[config.mk]
export PLATFORM = sky130hd
export DESIGN_NAME = triangle_fetch_controller_flat
export DESIGN_NICKNAME = d
export VERILOG_FILES = /design/src/rtl/triangle_fetch_controller_pkg.sv /design/src/rtl/triangle_fetch_controller_if.sv /design/src/rtl/triangle_fetch_controller_fifo.sv /design/src/rtl/triangle_fetch_controller.sv /design/src/flat_wrapper.sv
export SDC_FILE = /design/constraint.sdc
export NUM_CORES = 1
export LEC_CHECK = 0
export BUFFER_PORTS_ARGS = -buffer_cell sky130_fd_sc_hd__buf_2
export CAP_MARGIN = 20
export CORE_ASPECT_RATIO = 1.25
export CORE_MARGIN = 2
export CORE_UTILIZATION = 40
export CTS_CLUSTER_SIZE = 16
export DETAILED_ROUTE_END_ITERATION = 12
export GPL_TIMING_DRIVEN = 0
export PLACE_DENSITY = 0.69
export SLEW_MARGIN = 20
export SYNTH_ARGS = -nofsm -noshare
export SYNTH_HDL_FRONTEND = slang
export SYNTH_SLANG_ARGS = --single-unit
[constraint.sdc]
create_clock -name clk -period 3.9 [get_ports clk]
set_clock_uncertainty 0.1 [all_clocks]
set_input_delay 0.585 -clock clk [delete_from_list [all_inputs] [get_ports clk]]
set_output_delay 0.585 -clock clk [all_outputs]
set_load 0.05 [all_outputs]
[src/rtl/triangle_fetch_controller_pkg.sv]
// Shared triangle-pipeline types (the proctypes definitions): triangle words,
// addresses, decoded instructions and the fetch FSM encoding.
package triangle_fetch_controller_pkg;

  localparam int MAX_TRIANGLES = 1024;
  localparam int ADDR_W        = $clog2(MAX_TRIANGLES);
  localparam int TRI_W         = 96;

  typedef logic [TRI_W-1:0]  Triangle;
  typedef logic [ADDR_W-1:0] TriangleAddr;
  typedef logic [ADDR_W:0]   TriangleCount;

  typedef enum logic [3:0] {
    opNop    = 4'd0,
    opFrame  = 4'd1,
    opRender = 4'd2,
    opDraw   = 4'd3
  } InstType;

  typedef struct packed {
    InstType     iType;
    logic [27:0] imm;
  } DecodedInst;

  typedef enum logic [1:0] {
    IDLE  = 2'd0,
    FETCH = 2'd1,
    DRAIN = 2'd2
  } FetchState;

  // Counts beyond the memory capacity are clamped rather than wrapped.
  function automatic TriangleCount clamp_count(input TriangleCount n);
    return (n > TriangleCount'(MAX_TRIANGLES)) ? TriangleCount'(MAX_TRIANGLES) : n;
  endfunction

endpackage

[src/rtl/triangle_fetch_controller_if.sv]
// Bundle of everything the fetch controller exchanges with the execute stage,
// triangle memory and rasteriser, plus a debug view of the FSM state.
interface triangle_fetch_controller_if;
  import triangle_fetch_controller_pkg::*;

  logic         execInst_valid;
  DecodedInst   execInst;
  TriangleCount tri_count;

  logic         mem_ready;
  logic         mem_rd_en;
  TriangleAddr  mem_addr;
  Triangle      mem_rd_data;

  // valid/ready: a transfer happens on every rising clk edge where both are
  // high; once raised, valid holds with stable data until that transfer
  // (abort/restart/reset are the only exceptions).
  logic         next_triangle_valid;
  logic         next_triangle_ready;
  Triangle      next_triangle;

  logic         busy;
  logic         frame_done;
  FetchState    state_dbg;

  modport master (
    input  execInst_valid, execInst, tri_count,
    input  mem_ready, mem_rd_data, next_triangle_ready,
    output mem_rd_en, mem_addr, next_triangle_valid, next_triangle,
    output busy, frame_done, state_dbg
  );

  modport slave (
    output execInst_valid, execInst, tri_count,
    output mem_ready, mem_rd_data, next_triangle_ready,
    input  mem_rd_en, mem_addr, next_triangle_valid, next_triangle,
    input  busy, frame_done, state_dbg
  );
endinterface

[src/rtl/triangle_fetch_controller_fifo.sv]
// Synchronous FIFO of triangles with flush; simultaneous push and pop on a
// full FIFO is accepted and leaves the count unchanged.
module triangle_fifo
  import triangle_fetch_controller_pkg::*;
#(
  parameter  int DEPTH = 4,
  localparam int PW    = $clog2(DEPTH),
  localparam int CW    = PW + 1
) (
  input  logic          clk,
  input  logic          rst,
  input  logic          push,
  input  Triangle       push_data,
  input  logic          pop,
  input  logic          flush,
  output logic          full,
  output logic          empty,
  output logic [CW-1:0] count,
  output Triangle       head
);

  Triangle       r_mem [DEPTH];
  logic [PW-1:0] r_rd_ptr;
  logic [PW-1:0] r_wr_ptr;
  logic [CW-1:0] r_count;
  logic          w_do_pop;
  logic          w_do_push;

  assign empty     = (r_count == '0);
  assign full      = (r_count == CW'(DEPTH));
  assign count     = r_count;
  assign head      = r_mem[r_rd_ptr];
  assign w_do_pop  = pop && !empty;
  assign w_do_push = push && (!full || w_do_pop);

  always_ff @(posedge clk) begin
    if (rst || flush) begin
      r_rd_ptr <= '0;
      r_wr_ptr <= '0;
      r_count  <= '0;
    end else begin
      if (w_do_push) r_wr_ptr <= r_wr_ptr + PW'(1);
      if (w_do_pop)  r_rd_ptr <= r_rd_ptr + PW'(1);
      r_count <= r_count + CW'(w_do_push) - CW'(w_do_pop);
    end
  end

  always_ff @(posedge clk) begin
    if (w_do_push && !flush) r_mem[r_wr_ptr] <= push_data;
  end

  a_no_overflow: assert property (@(posedge clk) disable iff (rst || flush)
    !(push && full && !pop));

endmodule

[src/rtl/triangle_fetch_controller.sv]
// Streams a frame's triangles from triangle memory to the rasteriser, issuing
// reads only when the output FIFO has a guaranteed free slot (credits).
module triangle_fetch_controller
  import triangle_fetch_controller_pkg::*;
#(
  parameter int MEM_LATENCY = 2,
  parameter int FIFO_DEPTH  = 4
) (
  input  logic                        clk,
  input  logic                        rst,
  triangle_fetch_controller_if.master bus
);

  localparam int CW = $clog2(FIFO_DEPTH) + 1;
  localparam int IW = $clog2(MEM_LATENCY + 1);
  localparam int UW = $clog2(FIFO_DEPTH + MEM_LATENCY + 1) + 1;

  localparam logic [1:0] ST_IDLE  = IDLE;
  localparam logic [1:0] ST_FETCH = FETCH;
  localparam logic [1:0] ST_DRAIN = DRAIN;

  logic [1:0]             r_state;
  TriangleAddr            r_issue_addr;
  TriangleCount           r_count_q;
  TriangleCount           r_accepted;
  logic [MEM_LATENCY-1:0] r_vpipe;
  logic                   r_frame_done;

  logic         w_op_frame;
  logic         w_op_render;
  logic         w_op_any;
  TriangleCount w_new_count;
  logic [CW-1:0] w_fifo_count;
  logic [IW-1:0] w_inflight;
  logic [UW-1:0] w_used;
  logic         w_rd_en;
  logic         w_issue;
  logic         w_last_issue;
  logic         w_push;
  logic         w_pop;
  logic         w_last_pop;
  logic         w_fifo_empty;
  logic         w_fifo_full;
  Triangle      w_head;

  assign w_op_frame  = bus.execInst_valid && (bus.execInst.iType == opFrame);
  assign w_op_render = bus.execInst_valid && (bus.execInst.iType == opRender);
  assign w_op_any    = w_op_frame || w_op_render;
  assign w_new_count = clamp_count(bus.tri_count);

  always_comb begin
    w_inflight = '0;
    for (int i = 0; i < MEM_LATENCY; i++) begin
      w_inflight = w_inflight + IW'(r_vpipe[i]);
    end
  end

  // Every slot either holds data or is reserved by a read still in flight.
  assign w_used       = UW'(w_fifo_count) + UW'(w_inflight);
  assign w_rd_en      = (r_state == ST_FETCH) && !w_op_any && (w_used < UW'(FIFO_DEPTH));
  assign w_issue      = w_rd_en && bus.mem_ready;
  assign w_last_issue = w_issue && ({1'b0, r_issue_addr} == (r_count_q - TriangleCount'(1)));
  assign w_push       = r_vpipe[MEM_LATENCY-1] && !w_op_any;
  assign w_pop        = !w_fifo_empty && bus.next_triangle_ready && !w_op_any;
  assign w_last_pop   = w_pop && (r_state == ST_DRAIN) &&
                        ((r_accepted + TriangleCount'(1)) == r_count_q);

  always_ff @(posedge clk) begin
    if (rst) begin
      r_state      <= ST_IDLE;
      r_issue_addr <= '0;
      r_count_q    <= '0;
      r_accepted   <= '0;
      r_vpipe      <= '0;
      r_frame_done <= 1'b0;
    end else begin
      r_frame_done <= 1'b0;
      if (w_op_any) begin
        // Abort or restart: forget in-flight reads so late returns are dropped.
        r_vpipe      <= '0;
        r_issue_addr <= '0;
        r_accepted   <= '0;
        if (w_op_frame) begin
          r_count_q <= w_new_count;
          if (w_new_count == '0) begin
            r_state      <= ST_IDLE;
            r_frame_done <= 1'b1;
          end else begin
            r_state <= ST_FETCH;
          end
        end else begin
          r_state <= ST_IDLE;
        end
      end else begin
        r_vpipe <= (r_vpipe << 1) | MEM_LATENCY'(w_issue);
        if (w_issue) r_issue_addr <= r_issue_addr + TriangleAddr'(1);
        if (w_pop && (r_state != ST_IDLE)) r_accepted <= r_accepted + TriangleCount'(1);
        case (r_state)
          ST_FETCH: if (w_last_issue) r_state <= ST_DRAIN;
          ST_DRAIN: begin
            if (w_last_pop) begin
              r_state      <= ST_IDLE;
              r_frame_done <= 1'b1;
            end
          end
          default: r_state <= r_state;
        endcase
      end
    end
  end

  triangle_fifo #(.DEPTH(FIFO_DEPTH)) u_fifo (
    .clk       (clk),
    .rst       (rst),
    .push      (w_push),
    .push_data (bus.mem_rd_data),
    .pop       (w_pop),
    .flush     (w_op_any),
    .full      (w_fifo_full),
    .empty     (w_fifo_empty),
    .count     (w_fifo_count),
    .head      (w_head)
  );

  assign bus.mem_rd_en           = w_rd_en;
  assign bus.mem_addr            = r_issue_addr;
  assign bus.next_triangle_valid = !w_fifo_empty;
  assign bus.next_triangle       = w_head;
  assign bus.busy                = (r_state != ST_IDLE);
  assign bus.frame_done          = r_frame_done;
  assign bus.state_dbg           = FetchState'(r_state);

  a_full_implies_not_empty: assert property (@(posedge clk) disable iff (rst)
    !(w_fifo_full && w_fifo_empty));

endmodule

[src/flat_wrapper.sv]
// flat-port wrapper written by rule: the top's interface ports become plain ports
module triangle_fetch_controller_flat import triangle_fetch_controller_pkg::*;
#(
  parameter int MEM_LATENCY = 2,
  parameter int FIFO_DEPTH  = 4
)
  (clk, rst, bus_execInst_valid, bus_execInst, bus_tri_count, bus_mem_ready, bus_mem_rd_data, bus_next_triangle_ready, bus_mem_rd_en, bus_mem_addr, bus_next_triangle_valid, bus_next_triangle, bus_busy, bus_frame_done, bus_state_dbg);
  triangle_fetch_controller_if bus_i ();
  input  logic clk;
  input  logic rst;
  input wire logic [$bits(bus_i.execInst_valid)-1:0] bus_execInst_valid;
  input wire logic [$bits(bus_i.execInst)-1:0] bus_execInst;
  input wire logic [$bits(bus_i.tri_count)-1:0] bus_tri_count;
  input wire logic [$bits(bus_i.mem_ready)-1:0] bus_mem_ready;
  input wire logic [$bits(bus_i.mem_rd_data)-1:0] bus_mem_rd_data;
  input wire logic [$bits(bus_i.next_triangle_ready)-1:0] bus_next_triangle_ready;
  output wire logic [$bits(bus_i.mem_rd_en)-1:0] bus_mem_rd_en;
  output wire logic [$bits(bus_i.mem_addr)-1:0] bus_mem_addr;
  output wire logic [$bits(bus_i.next_triangle_valid)-1:0] bus_next_triangle_valid;
  output wire logic [$bits(bus_i.next_triangle)-1:0] bus_next_triangle;
  output wire logic [$bits(bus_i.busy)-1:0] bus_busy;
  output wire logic [$bits(bus_i.frame_done)-1:0] bus_frame_done;
  output wire logic [$bits(bus_i.state_dbg)-1:0] bus_state_dbg;
  assign bus_i.execInst_valid = bus_execInst_valid;
  assign bus_i.execInst = bus_execInst;
  assign bus_i.tri_count = bus_tri_count;
  assign bus_i.mem_ready = bus_mem_ready;
  assign bus_i.mem_rd_data = bus_mem_rd_data;
  assign bus_i.next_triangle_ready = bus_next_triangle_ready;
  assign bus_mem_rd_en = bus_i.mem_rd_en;
  assign bus_mem_addr = bus_i.mem_addr;
  assign bus_next_triangle_valid = bus_i.next_triangle_valid;
  assign bus_next_triangle = bus_i.next_triangle;
  assign bus_busy = bus_i.busy;
  assign bus_frame_done = bus_i.frame_done;
  assign bus_state_dbg = bus_i.state_dbg;
  triangle_fetch_controller #(.MEM_LATENCY(MEM_LATENCY), .FIFO_DEPTH(FIFO_DEPTH)) u_core (.clk(clk), .rst(rst), .bus(bus_i));
endmodule
== After elaboration in Yosys (flattened, before gate mapping) ==
Memories as Yosys holds them, arrays and structs flattened. A register that Yosys moved wholly into a read port is not among the register bits.
Index checks and enable logic that the tools add are counted.
Storage, ports and cells
  latch bits: 0
  memories kept: 1
  bits of input ports: 144
  RAM bits: 384
  bits in read-only memories: 0
  word-level logic and storage cells: 75
  bits in registers: 44
Cells by class
  add/sub/neg operators: 9
  magnitude comparators: 2
  bitwise gates (word level): 1
  $mul: 0
  multiplexer cells: 16
  equal/unequal tests: 9
  div/mod/pow operators: 0
  shift-type cells: 0
  reductions and logical operators: 28
Memories
  u_core.u_fifo.r_mem: depth 4, bits a word 96, rd ports 1, clocked after memory_dff 1, write ports 1, RTL line triangle_fetch_controller_fifo.sv:22  | Triangle r_mem [DEPTH];
Operators with widths (number)
  logical AND 1 bit: 15
  adder 11 x 1 -> 11 bit (second input constant): 1
  equality test 10 x 11 -> 1 bit: 1
  equality test 11 bit: 1
  greater-than comparator 11 bit (second input constant): 1
  zero test 11 bit: 1
  two-way mux 11 bit: 1
  subtractor 11 x 1 -> 11 bit (second input constant): 1
  adder 10 x 1 -> 10 bit (second input constant): 1
  two-way mux 2 bit: 5
  two-way mux 1 bit: 9
  inequality test 3 x 2 -> 1 bit (second input constant): 2
  adder 2 x 1 -> 2 bit (second input constant): 2
  adder 3 x 2 -> 4 bit: 1
  equality test 4 x 1 -> 1 bit (second input constant): 1
  equality test 4 x 2 -> 1 bit (second input constant): 1
  < comparator 4 x 3 -> 1 bit (second input constant): 1
  one-hot mux 2 bit (2 select lines): 1
  adder 3 x 1 -> 3 bit: 1
  equality test 3 bit (second input constant): 1
  zero test 1 bit: 3
  zero test 3 bit: 1
  logical OR 1 bit: 3
  AND reduction 3 bit: 1
  other kinds (9): 9

== Depth between registers and ports, before layout ==
Gate-level depths: netlist of the first run.
  depth in word-level cells: 11
  mapped depth: 9
  gate-level depth less buffers: 9

== Modules after synthesis ==
A second synthesis of the first run with hierarchy kept.
Unflattened totals
  cell total of the unflattened synthesis: 833
  area, all modules: 16582.2 µm²
Modules (own cells, without submodules)
  triangle_fifo: area an instance 14341.3 µm², instances 1, sequential area each 11711.2 µm², cells an instance 551
  triangle_fetch_controller: area an instance 2240.9 µm², instances 1, sequential area each 740.7 µm², cells an instance 282

== Least setup slack after synthesis of the first run ==
No wires, ideal clock.
  path kind: reg2out
  from: reg u_core.u_fifo.r_count[0] (netlist: u_core.u_fifo.count[0])
  to: out bus_mem_rd_en
  path slack: -0.289 ns
  required time: 3.215 ns
  stages on the path, launching flop included: 5
  data arrival time: 3.504 ns
  buffers on the path: 0
  path through: dfxtp_1 -> ha_1 -> a21oi_1 -> or3_1 -> a2111oi_0
On the way
  word-level cells in the longest chain between the ends: 3
Ends and longest elaborated chain
  start: declaration: RTL line triangle_fetch_controller_fifo.sv:25  | logic [CW-1:0] r_count;
  start signal: assignment: RTL line triangle_fetch_controller_fifo.sv:44  | r_count <= r_count + CW'(w_do_push) - CW'(w_do_pop);
  adder 3 x 2 -> 4 bit: RTL line triangle_fetch_controller.sv:59  | assign w_used = UW'(w_fifo_count) + UW'(w_inflight);
  < comparator 4 x 3 -> 1 bit: RTL line triangle_fetch_controller.sv:60  | assign w_rd_en = (r_state == ST_FETCH) && !w_op_any && (w_used < UW'(FIFO_DEPTH));
  logical AND 1 bit: RTL line triangle_fetch_controller.sv:60
  end: declaration: RTL line flat_wrapper.sv:17  | output wire logic [$bits(bus_i.mem_rd_en)-1:0] bus_mem_rd_en;
No other way between the ends.

==> results of run 1 <==
[cell families after synthesis]
group / Yosys count / synth area share, %
xor+xnor: 44 / 2.33
simple gates: 152 / 4.82
compound gates: 53 / 2.11
buf+inv: 51 / 1.22
fa+ha+maj: 11 / 0.879
mux: 99 / 13.3
flops: 430 / 75.4
[sequential cells by signal, summed over array words and instances (netlist names), 2 cells and up, named ones only]
name and count:
u_core.bus.mem_addr 10, u_core.bus.state_dbg 2, u_core.r_accepted 11, u_core.r_count_q 11, u_core.r_vpipe 2, u_core.u_fifo.count 3, u_core.u_fifo.r_mem 384, u_core.u_fifo.r_rd_ptr 2
u_core.u_fifo.r_wr_ptr 2
[report_power, final]
part | leakage [nW] | internal, mW | total (mW) | switching [mW]
Sequential | 3.82 | 5.03 | 5.06 | 0.0241
Clock | 0.682 | 2.34 | 4.04 | 1.69
Combinational | 2.18 | 0.834 | 2.55 | 1.72
Total | 6.68 | 8.21 | 11.6 | 3.44
[what timing repair did]
action | in CTS | in global routing
pin swaps | 0 | 0
endpoints found under the setup margin | 40 | 11
gates resized for setup | 8 | 4
setup buffers | 0 | 0
[worst max path at each step]
stage | slack (ns) | depth (start not counted) | to
after CTS | 0.04 | 5 | bus_next_triangle[59]
after floorplan | 0.0008 | 4 | u_core.u_fifo.r_mem[0][0]
final | 0.22 | 5 | bus_next_triangle[65]
after global placement | -2.25 | 5 | u_core.u_fifo.r_mem[2][68]
after detailed placement | 0.14 | 5 | bus_next_triangle[59]
after global routing | 0.002 | 5 | bus_next_triangle[94]
[stage by stage]
step	worst slack [ns]	total power, mW
3_5_place_dp	0.137	7.74
3_3_place_gp	-2.25	7.73
5_1_grt	0.00180	12.1
2_1_floorplan	0.000777	7.14
4_1_cts	0.0448	11.8
6_report	0.216	11.6
[critical path, cell delays in order, from the launching register on]
cell and delay, ns:
dfxtp_1 0.31, clkbuf_1 0.39, clkbuf_1 0.55, clkbuf_1 0.57, mux4_2 0.40, buf_2 0.23
[metal layers]
metal,GRT usage (%),wire length [um],up-vias
met4,5.29,985,16
li1,-,-,3960
met3,4.89,2880,80
met1,18.7,13100,4395
met5,0,87,-
met2,26.5,16500,269
[area by class of cell]
cell class / count / area share [%]
antenna: 2 / 0.0251
buffer: 42 / 0.940
clock buffer: 48 / 5.42
clock inverter: 28 / 1.52
inverter: 9 / 0.169
multi-input combinational: 359 / 19.4
sequential: 430 / 62.4
tap: 552 / 3.46
timing repair buffer: 234 / 6.66
[cells in the mapped netlist, drive strengths merged (2+ instances only)]
| master | instances |
|---|---|
| a21oi | 16 |
| or2 | 2 |
| o21ai | 12 |
| buf | 15 |
| a2111oi | 2 |
| edfxtp | 384 |
| nand2b | 2 |
| xnor2 | 27 |
| nor2 | 48 |
| mux4 | 96 |
| inv | 9 |
| nor4 | 7 |
| or3b | 3 |
| nor3 | 8 |
| nand2 | 23 |
| and3 | 3 |
| nand3 | 6 |
| mux2i | 3 |
| a22oi | 4 |
| clkbuf | 27 |
| nor3b | 8 |
| a41oi | 2 |
| a21o | 3 |
| a31oi | 2 |
| ha | 10 |
| o41ai | 2 |
| and2 | 10 |
| and4 | 4 |
| or3 | 10 |
| xor2 | 17 |
| dfxtp | 46 |
| or4 | 4 |
| nand4 | 10 |
==> metrics.md, run 1 <==
| Metric | Value |
|---|---|
| Run status | completed |
| DP Wirelength | 21,800 um |
| R2R setup slack | 0.89 ns |
| Inserted Clock Buffers | 41 |
| Initial Utilization | 40.4% |
| Non-Filler Instances | 1,704 |
| Synth unique cells | 53 |
| FFs w/ async S/R, synth | 0% |
| Iteration-0 DRC count of the detailed router | 692 |
| Initial antenna violation count | 11 |
| Most frequent cells in the layout | 384 x edfxtp_1, 230 x buf_2, 96 x mux4_2, 48 x nor2_1, 46 x dfxtp_1 |
| Pwr Density | 584 mW/mm^2 |
| Boundary pin count | 256 |
| GPL Wtd Cong | 0.839 |
| Min Clock Period, post-route | 3.68 ns |
| CTS tree | done |
| Post-synthesis cell count | 840 |
| Rows | 83 |
| Fin Hold WS | 0.156 ns |
| Root Driver | clkbuf_16 |
| Die width | 186 um |
| Mean Syn Cell Area | 19.7 sq um |
| Top cells by area, synth | edfxtp_1 70%, mux4_2 13%, dfxtp_1 5.6% |
| R2r endpoint | u_core.bus.state_dbg[1] |
| Hold crit path type | input pin to flop |
| # port buffers | 226 |
| Hold EP | u_core.u_fifo.r_mem[3][6] |
| Fillers | 3,426 |
| Rel. slew slack | 36.3% |
| Hold path depth | 1 |
| Register area | 0.0125 sq mm |
| Die area | 0.0430 sq mm |
| Sink Count | 430 |
| Total global-route track usage | 15.6% |
| Clk_lat worst skew | 0.54 ns |
| H-tree Lvls | 2 |
| Largest net degree at the start of global routing | 39 |
| RSZ-0062 raised after global routing | no |
| Synth area leader | edfxtp_1 |
| Crit path capture type | output port |
| Crit path arrival time | 3.00 ns |
| Placed cell count | 1,626 |
| First-pass GRT wire length | 51,200 um |
| Design area | 0.0200 sq mm |
| Final Hold Viols | 0 |
| Multi-input logic area | 0.00388 sq mm |
| WL per Instance | 19.7 um |
| Syn Nets | 995 |
| Synth Register Bits | 430 |
| Setup TNS | 0 ns |
| Yosys warning count | 0 |
| Final wirelength | 33,600 um |
| Yosys top cell area share | 69.8% |
| Fmax | 0.271 GHz |
| DP Area | 0.0186 sq mm |
| Vias in the first global route | 9,035 |
| Startpoint types | flop |
| Syn-to-layout area delta | 20.8% |
| Hold_sp | bus_mem_rd_data[6] |
| Crit-path max FO | 10 |
| Worst Tran Pin Value | 0.956 ns |
| Synth Cell Area | 0.0165 sq mm |
| EDFF count, synth | 384 |
| Worst reg-to-reg path cell count | 8 |
| MaxCap Viol Count | 0 |
| Post-synthesis sequential area ratio | 75.4% |
| Worst reg2reg startpoint | u_core.u_fifo.count[0] |
| Worst path required time | 3.21 ns |
| Max Slew Vio Count | 0 |
| Chip Height | 231 um |
| Total number of vias | 8,720 |
| Remaining antenna violation count after routing | 0 |
| Total grt overflow | 0 |
| Post-layout util | 48.8% |
| VDD IR max | 0.000311 V |
| Ys flop type | edfxtp_1 |
| Clock Pin Slew Worst Setup and Hold Paths | 0.06 ns |
| Max Root-Sink Buffers | 3 |
| Setup CP Type | flop to output port |
| Final period utilization | 94.5% |
| Drt pass-1 iters | 5 |
| DRC | 0 |
| Routed vias/inst | 5.12 |
| Layout cells sized above 1 | 36.3% |
| Final setup viols | 0 |
| Fin nets | 1,272 |
| Leak Pwr | 6.68 nW |
| Hold_buf cts | 0 |
| Most common library cell in the layout ignoring fill and taps | edfxtp_1 |
| Core area | 0.0409 sq mm |
(Power assumes the default switching activity.)
==> run 2, diff against run 1 <==
- PLACE_DENSITY: 0.69 -> not set
- PLACE_DENSITY_LB_ADDON: not set -> 0.25
- SKIP_LAST_GASP: not set -> 1
==> metrics.md, run 2 (synthesis gave the netlist of run 1 again) <==
| Metric | Value |
|---|---|
| Final Hold Viols | 0 (unchanged) |
| Crit-path max FO | 10 (unchanged) |
| Crit path arrival time | 2.90 ns (-0.10 ns) |
| Min Clock Period, post-route | 3.58 ns (-0.0999 ns) |
| Run status | completed |
| Total grt overflow | 0 (unchanged) |
| Die area | 0.0430 sq mm (unchanged) |
| Remaining antenna violation count after routing | 0 (unchanged) |
| CTS tree | done |
| Worst reg2reg startpoint | u_core.u_fifo.count[0] |
| Vias in the first global route | 9,028 (-0.077%) |
| DP Wirelength | 22,600 um (+3.4%) |
| Crit path capture type | output port |
| Clk_lat worst skew | 0.53 ns (about the same) |
| Setup TNS | 0 ns (unchanged) |
| Routed vias/inst | 5.05 (-1.3%) |
| Worst Tran Pin Value | 0.934 ns (-0.0219 ns) |
| Largest net degree at the start of global routing | 46 (+18%) |
| Drt pass-1 iters | 4 (-1) |
| Largest regs | u_core.u_fifo.r_mem x384, u_core.r_accepted x11, u_core.r_count_q x11 |
| Rel. slew slack | 37.7% (+1.5 points) |
| Max Root-Sink Buffers | 3 (unchanged) |
| # port buffers | 226 (unchanged) |
| R2R setup slack | 0.97 ns (+0.08 ns) |
| Inserted Clock Buffers | 43 (+4.9%) |
| Core area | 0.0409 sq mm (unchanged) |
| MaxCap Viol Count | 0 (unchanged) |
| Pwr Total | 11.5 mW (-1.6%) |
| Final setup viols | 0 (unchanged) |
| Most flop-heavy register | u_core.u_fifo.r_mem |
| R2r endpoint | u_core.bus.state_dbg[0] |
| Pwr Density | 575 mW/mm^2 (-1.4%) |
| Most common library cell in the layout ignoring fill and taps | edfxtp_1 |
| Total global-route track usage | 16.0% (+0.45 points) |
| First-pass GRT wire length | 52,000 um (+1.6%) |
| DRC | 0 (unchanged) |
| Placed cell count | 1,626 (unchanged) |
| Worst reg-to-reg path cell count | 8 (unchanged) |
| VDD IR max | 0.000367 V (+18%) |
| Boundary pin count | 256 (unchanged) |
| WL per Instance | 20.1 um (+1.9%) |
| Most frequent cells in the layout | 384 x edfxtp_1, 228 x buf_2, 96 x mux4_2, 48 x nor2_1, 46 x dfxtp_1 |
| Max Slew Vio Count | 0 (unchanged) |
| Iteration-0 DRC count of the detailed router | 408 (-41%) |
| Final period utilization | 91.9% (-2.6 points) |
| Startpoint types | flop |
| Rows | 83 (unchanged) |
| Layout cells sized above 1 | 35.4% (-0.93 points) |
| Setup CP Type | flop to output port |
| Clock Pin Slew Worst Setup and Hold Paths | 0.06 ns (about the same) |
| Final wirelength | 34,300 um (+2.1%) |
| Chip Height | 231 um (unchanged) |
| Fin nets | 1,274 (+0.16%) |
| Initial antenna violation count | 6 (-5) |
| Initial Utilization | 40.4% (unchanged) |
| Die width | 186 um (unchanged) |
| Total number of vias | 8,626 (-1.1%) |
| Fmax | 0.279 GHz (+2.8%) |
| Sink Count | 430 (unchanged) |
| GPL Wtd Cong | 0.814 (-2.9%) |
| H-tree Lvls | 2 (unchanged) |
| Register area | 0.0125 sq mm (unchanged) |
| Worst path required time | 3.21 ns (about the same) |
| RSZ-0062 raised after global routing | no |
| Max reg flops | 384 (unchanged) |
| Root Driver | clkbuf_16 |
| Non-Filler Instances | 1,707 (+0.18%) |
| Hold crit path type | input pin to flop |
| Critical Path Sink | bus_next_triangle[78] |
| Fillers | 3,507 (+2.4%) |
| Leak Pwr | 6.63 nW (-0.82%) |
| Syn-to-layout area delta | 20.6% |
| Multi-input logic area | 0.00388 sq mm (unchanged) |
[run 2: cell count changes in the layout (fill, tap and decap cells not counted), sizes merged]
| cell | before | now |
|---|---|---|
| inv | 13 | 10 |
| bufinv | 5 | 2 |
| clkinv | 17 | 20 |
| buf | 247 | 245 |
| clkbuf | 75 | 77 |
| clkdlybuf4s15 | 2 | 4 |
| diode | 2 | 3 |
| clkinvlp | 2 | 5 |
[run 2: timing repair]
item,4_1_cts,5_1_grt
hold buffers,0,0
endpoints found under the setup margin,40,5
gates resized for setup,9,3
buffers inserted,0,0
[run 2: where the power goes]
group / leakage, nW / switching (mW) / total [mW] / internal (mW)
combinational: 2.18 / 1.72 / 2.56 / 0.842
sequential: 3.82 / 0.0237 / 5.06 / 5.03
clock: 0.622 / 1.67 / 3.84 / 2.17
[run 2: how the worst min path moves through the flow]
| stage | cells after the start | endpoint | start |
|---|---|---|---|
| floorplan | 1 | u_core.r_vpipe[1] | u_core.r_vpipe[0] |
| detailed placement | 1 | u_core.r_vpipe[1] | u_core.r_vpipe[0] |
| global route | 1 | u_core.u_fifo.r_mem[2][62] | bus_mem_rd_data[62] |
| finish | 1 | u_core.u_fifo.r_mem[0][57] | bus_mem_rd_data[57] |
| global placement | 1 | u_core.r_vpipe[1] | u_core.r_vpipe[0] |
| CTS | 1 | u_core.u_fifo.r_mem[0][57] | bus_mem_rd_data[57] |
[run 2: metal layers]
metal	global-route usage [%]	vias up	part of all wire [%]	wire, um
met5	0	-	0.079	27
met4	5.36	4	2.4	831
met3	4.24	55	6.9	2380
met2	27.5	249	51	17400
met1	19.6	4363	40	13600
li1	-	3955	-	-
[run 2: stage by stage]
| step | hold slack, ns | worst slack [ns] | instance area, sq um | utilization [%] |
|---|---|---|---|---|
| floorplan | 0.334 | 0.000777 | 16500 | - |
| global placement | 0.344 | -2.42 | 18300 | 44.8 |
| detailed placement | 0.362 | 0.206 | 18600 | 45.4 |
| CTS | 0.122 | 0.0827 | 19900 | 48.7 |
| global route | 0.137 | 0.0440 | 19900 | 48.7 |
| finish | 0.157 | 0.316 | 19900 | 48.7 |
[run 2: area by class of cell]
type	count	share of cell area, %
diodes	3	0.0377
flip-flops and latches	430	62.5
clock buffers	50	5.53
repair buffers	234	6.71
well taps	552	3.47
clock inverters	28	1.09
multi-input cells	359	19.5
plain buffers	42	1.01
inverters	9	0.170
[run 2: worst max-delay path: stages (launching register included)]
cell and delay [ns]:
dfxtp_1 0.31, clkbuf_1 0.35, buf_2 0.39, clkdlybuf4s15_2 0.51, mux4_2 0.56, buf_2 0.23
==> run 3, diff against run 2 <==
- ABC_AREA: not set -> 1
==> metrics.md, run 3 <==
| Metric | Value |
|---|---|
| DP Area | 0.0193 sq mm (+3.8%) |
| Ys flop type | edfxtp_1 |
| Boundary pin count | 256 (unchanged) |
| Synth Register Bits | 430 (unchanged) |
| Yosys top cell area share | 68.1% (-1.7 points) |
| Largest net degree at the start of global routing | 24 (-48%) |
| Max Root-Sink Buffers | 3 (unchanged) |
| Design area | 0.0206 sq mm (+3.2%) |
| Drt pass-1 iters | 5 (+1) |
| Most frequent cells in the layout | 384 x edfxtp_1, 232 x buf_2, 232 x nor2_1, 211 x o21ai_0, 101 x nand2_1 |
| Post-layout util | 49.0% (+0.35 points) |
| Rows | 84 (+1.2%) |
| Pwr Density | 581 mW/mm^2 (+1.0%) |
| Syn Nets | 1,508 (+52%) |
| Min Clock Period, post-route | 3.72 ns (+0.133 ns) |
| Top-count cell post-synth | edfxtp_1 |
| Startpoint types | flop |
| Layout cells sized above 1 | 20.4% (-15 points) |
| Fmax | 0.269 GHz (-3.6%) |
| Inserted Clock Buffers | 43 (unchanged) |
| Hold crit path type | input pin to flop |
| Placed cell count | 2,159 (+33%) |
| Syn-to-layout area delta | 21.4% |
| Final period utilization | 95.3% (+3.4 points) |
| Remaining antenna violation count after routing | 0 (unchanged) |
| Synth unique cells | 42 (-21%) |
| Critical Path Slowest Stage Cell | clkbuf_1 |
| GPL Wtd Cong | 0.847 (+4.0%) |
| CP cell instances | buf_2, buf_2, clkbuf_1, nor2_1, o22ai_1, buf_2 |
| Worst path required time | 3.21 ns (about the same) |
| Post-CTS setup buffers | 0 (unchanged) |
| Register area | 0.0125 sq mm (unchanged) |
| # port buffers | 227 (+0.44%) |
| Max Slew Vio Count | 0 (unchanged) |
| Final Hold Viols | 0 (unchanged) |
| Vias in the first global route | 11,300 (+25%) |
| Routed vias/inst | 5.10 (+0.99%) |
| Post-synthesis sequential area ratio | 73.5% (-1.8 points) |
| Core area | 0.0419 sq mm (+2.5%) |
| Final setup viols | 0 (unchanged) |
| R2r endpoint | u_core.u_fifo.r_mem[3][24] |
| RSZ-0062 raised after global routing | no |
| Die width | 188 um (+1.2%) |
| Post-cts sizing count | 0 (-9) |
| DP Wirelength | 28,400 um (+26%) |
| Crit path capture type | output port |
| DRC | 0 (unchanged) |
| Hold EP | u_core.u_fifo.r_mem[1][21] |
| Iteration-0 DRC count of the detailed router | 768 (+88%) |
| Die area | 0.0440 sq mm (+2.4%) |
| Crit-path max FO | 10 (unchanged) |
| Chip Height | 234 um (+1.2%) |
| CP max stage delay | 0.54 ns (-0.02 ns) |
| Synth area leader | edfxtp_1 |
| Hold_buf cts | 0 (unchanged) |
| Top cells by area, synth | edfxtp_1 68%, o21ai_0 6.2%, dfxtp_1 5.4% |
| Post-synthesis cell count | 1,353 (+61%) |
| Sink Count | 430 (unchanged) |
| Mean Syn Cell Area | 12.5 sq um (-36%) |
| R2R setup slack | 1.33 ns (+0.36 ns) |
| Final wirelength | 42,700 um (+24%) |
| VDD IR max | 0.000347 V (-5.6%) |
| Worst reg-to-reg path cell count | 7 (-1) |
| Setup CP Type | flop to output port |
| First-pass GRT wire length | 64,000 um (+23%) |
| Hold path depth | 1 (unchanged) |
| Crit path arrival time | 3.03 ns (+0.13 ns) |
| Run status | completed |
| Most common library cell in the layout ignoring fill and taps | edfxtp_1 |
| Yosys warning count | 0 (unchanged) |
| Synth Cell Area | 0.0169 sq mm (+2.5%) |
| Setup TNS | 0 ns (unchanged) |
| Leak Pwr | 7.30 nW (+10%) |
| Multi-input logic area | 0.00399 sq mm (+3.0%) |
| Root Driver | clkbuf_16 |
| Worst reg2reg startpoint | u_core.u_fifo.count[1] |
| Fillers | 3,727 (+6.3%) |
| WL per Instance | 19.1 um (-5.2%) |
| Most frequent CP cell | buf_2 |
| Initial antenna violation count | 5 (-1) |
| H-tree Lvls | 2 (unchanged) |
| Non-Filler Instances | 2,240 (+31%) |
| Largest regs | u_core.u_fifo.r_mem x384, u_core.r_accepted x11, u_core.r_count_q x11 |
| Total number of vias | 11,400 (+33%) |
| Initial Utilization | 40.4% (about the same) |
| MaxCap Viol Count | 0 (unchanged) |
| Total grt overflow | 0 (unchanged) |
| FFs w/ async S/R, synth | 0% (unchanged) |
| EDFF count, synth | 384 (unchanged) |
| Max reg flops | 384 (unchanged) |
| Fin nets | 1,799 (+41%) |
| Total global-route track usage | 19.1% (+3.0 points) |
| Rel. slew slack | 44.4% (+6.7 points) |
| Clock Pin Slew Worst Setup and Hold Paths | 0.06 ns (about the same) |
| Worst Tran Pin Value | 0.831 ns (-0.104 ns) |
| CTS tree | done |
| Most flop-heavy register | u_core.u_fifo.r_mem |
| Clk_lat worst skew | 0.54 ns (about the same) |
| Hold_sp | bus_mem_rd_data[21] |
| Most frequent cells after synthesis | 384 x edfxtp_1, 236 x nor2_1, 211 x o21ai_0, 101 x nand2_1, 96 x o22ai_1 |
run 3: cells by family (layout without fill, tap and decap cells):
logic type,Yosys count,count (layout),share of synthesized area (%)
simple gates,403,403,10.0
compound gates,360,360,11.7
xor+xnor,16,16,0.872
fa+ha+maj,11,11,0.857
flops,430,430,73.5
other cells,0,6,0
buf+inv,133,455,3.05
run 3: how the worst max path moves through the flow:
stage,cells past startpoint,startpoint,endpoint,slack (ns)
6_report,6,flop,bus_next_triangle[34],0.18
5_1_grt,6,flop,bus_next_triangle[34],0.07
4_1_cts,6,flop,bus_next_triangle[67],0.12
3_5_place_dp,6,flop,bus_next_triangle[67],0.71
3_3_place_gp,8,bus_execInst_valid,u_core.u_fifo.r_mem[3][16],-2.72
2_1_floorplan,7,bus_execInst_valid,u_core.u_fifo.r_mem[0][0],-0.26
run 3: power breakdown:
part | total (mW) | internal (mW) | switching [mW]
logic | 3.05 | 0.641 | 2.41
clock network | 3.83 | 2.16 | 1.67
registers | 5.07 | 5.04 | 0.0368
total | 12.0 | 7.84 | 4.11
run 3: per-stage QoR:
| stage | setup WS, ns | hold slack [ns] | total power [mW] |
|---|---|---|---|
| after floorplan | -0.257 | 0.312 | 7.28 |
| after global placement | -2.72 | 0.323 | 8.22 |
| after detailed placement | 0.711 | 0.327 | 8.24 |
| after CTS | 0.123 | 0.129 | 12.1 |
| after global routing | 0.0734 | 0.134 | 12.4 |
| final | 0.183 | 0.159 | 12.0 |
run 3: critical path: cells and delay by family, from the launching register on:
kind                   cells  cell delay, ns
buffers and inverters      4            1.68
DFF                        1            0.41
AOI/OAI and AO/OA          1            0.28
and+or+nand+nor            1            0.11
run 3: final cells by class:
| cell class | instances | share of cell area (%) |
|---|---|---|
| Antenna cell | 6 | 0.0730 |
| Timing Repair Buffer | 247 | 7.84 |
| Clock buffer | 54 | 5.43 |
| Multi-Input combinational cell | 790 | 19.4 |
| Clock inverter | 22 | 0.779 |
| Tap cell | 559 | 3.40 |
| Inverter | 64 | 1.18 |
| Buffer | 68 | 1.31 |
| Sequential cell | 430 | 60.6 |
run 3: layer usage:
metal / track usage [%] / vias up / routed length, um
li1: - / 5523 / -
met1: 23.7 / 5510 / 17400
met2: 33.4 / 320 / 21600
met3: 3.55 / 74 / 2510
met4: 6.64 / 4 / 1170
met5: 0 / - / 18
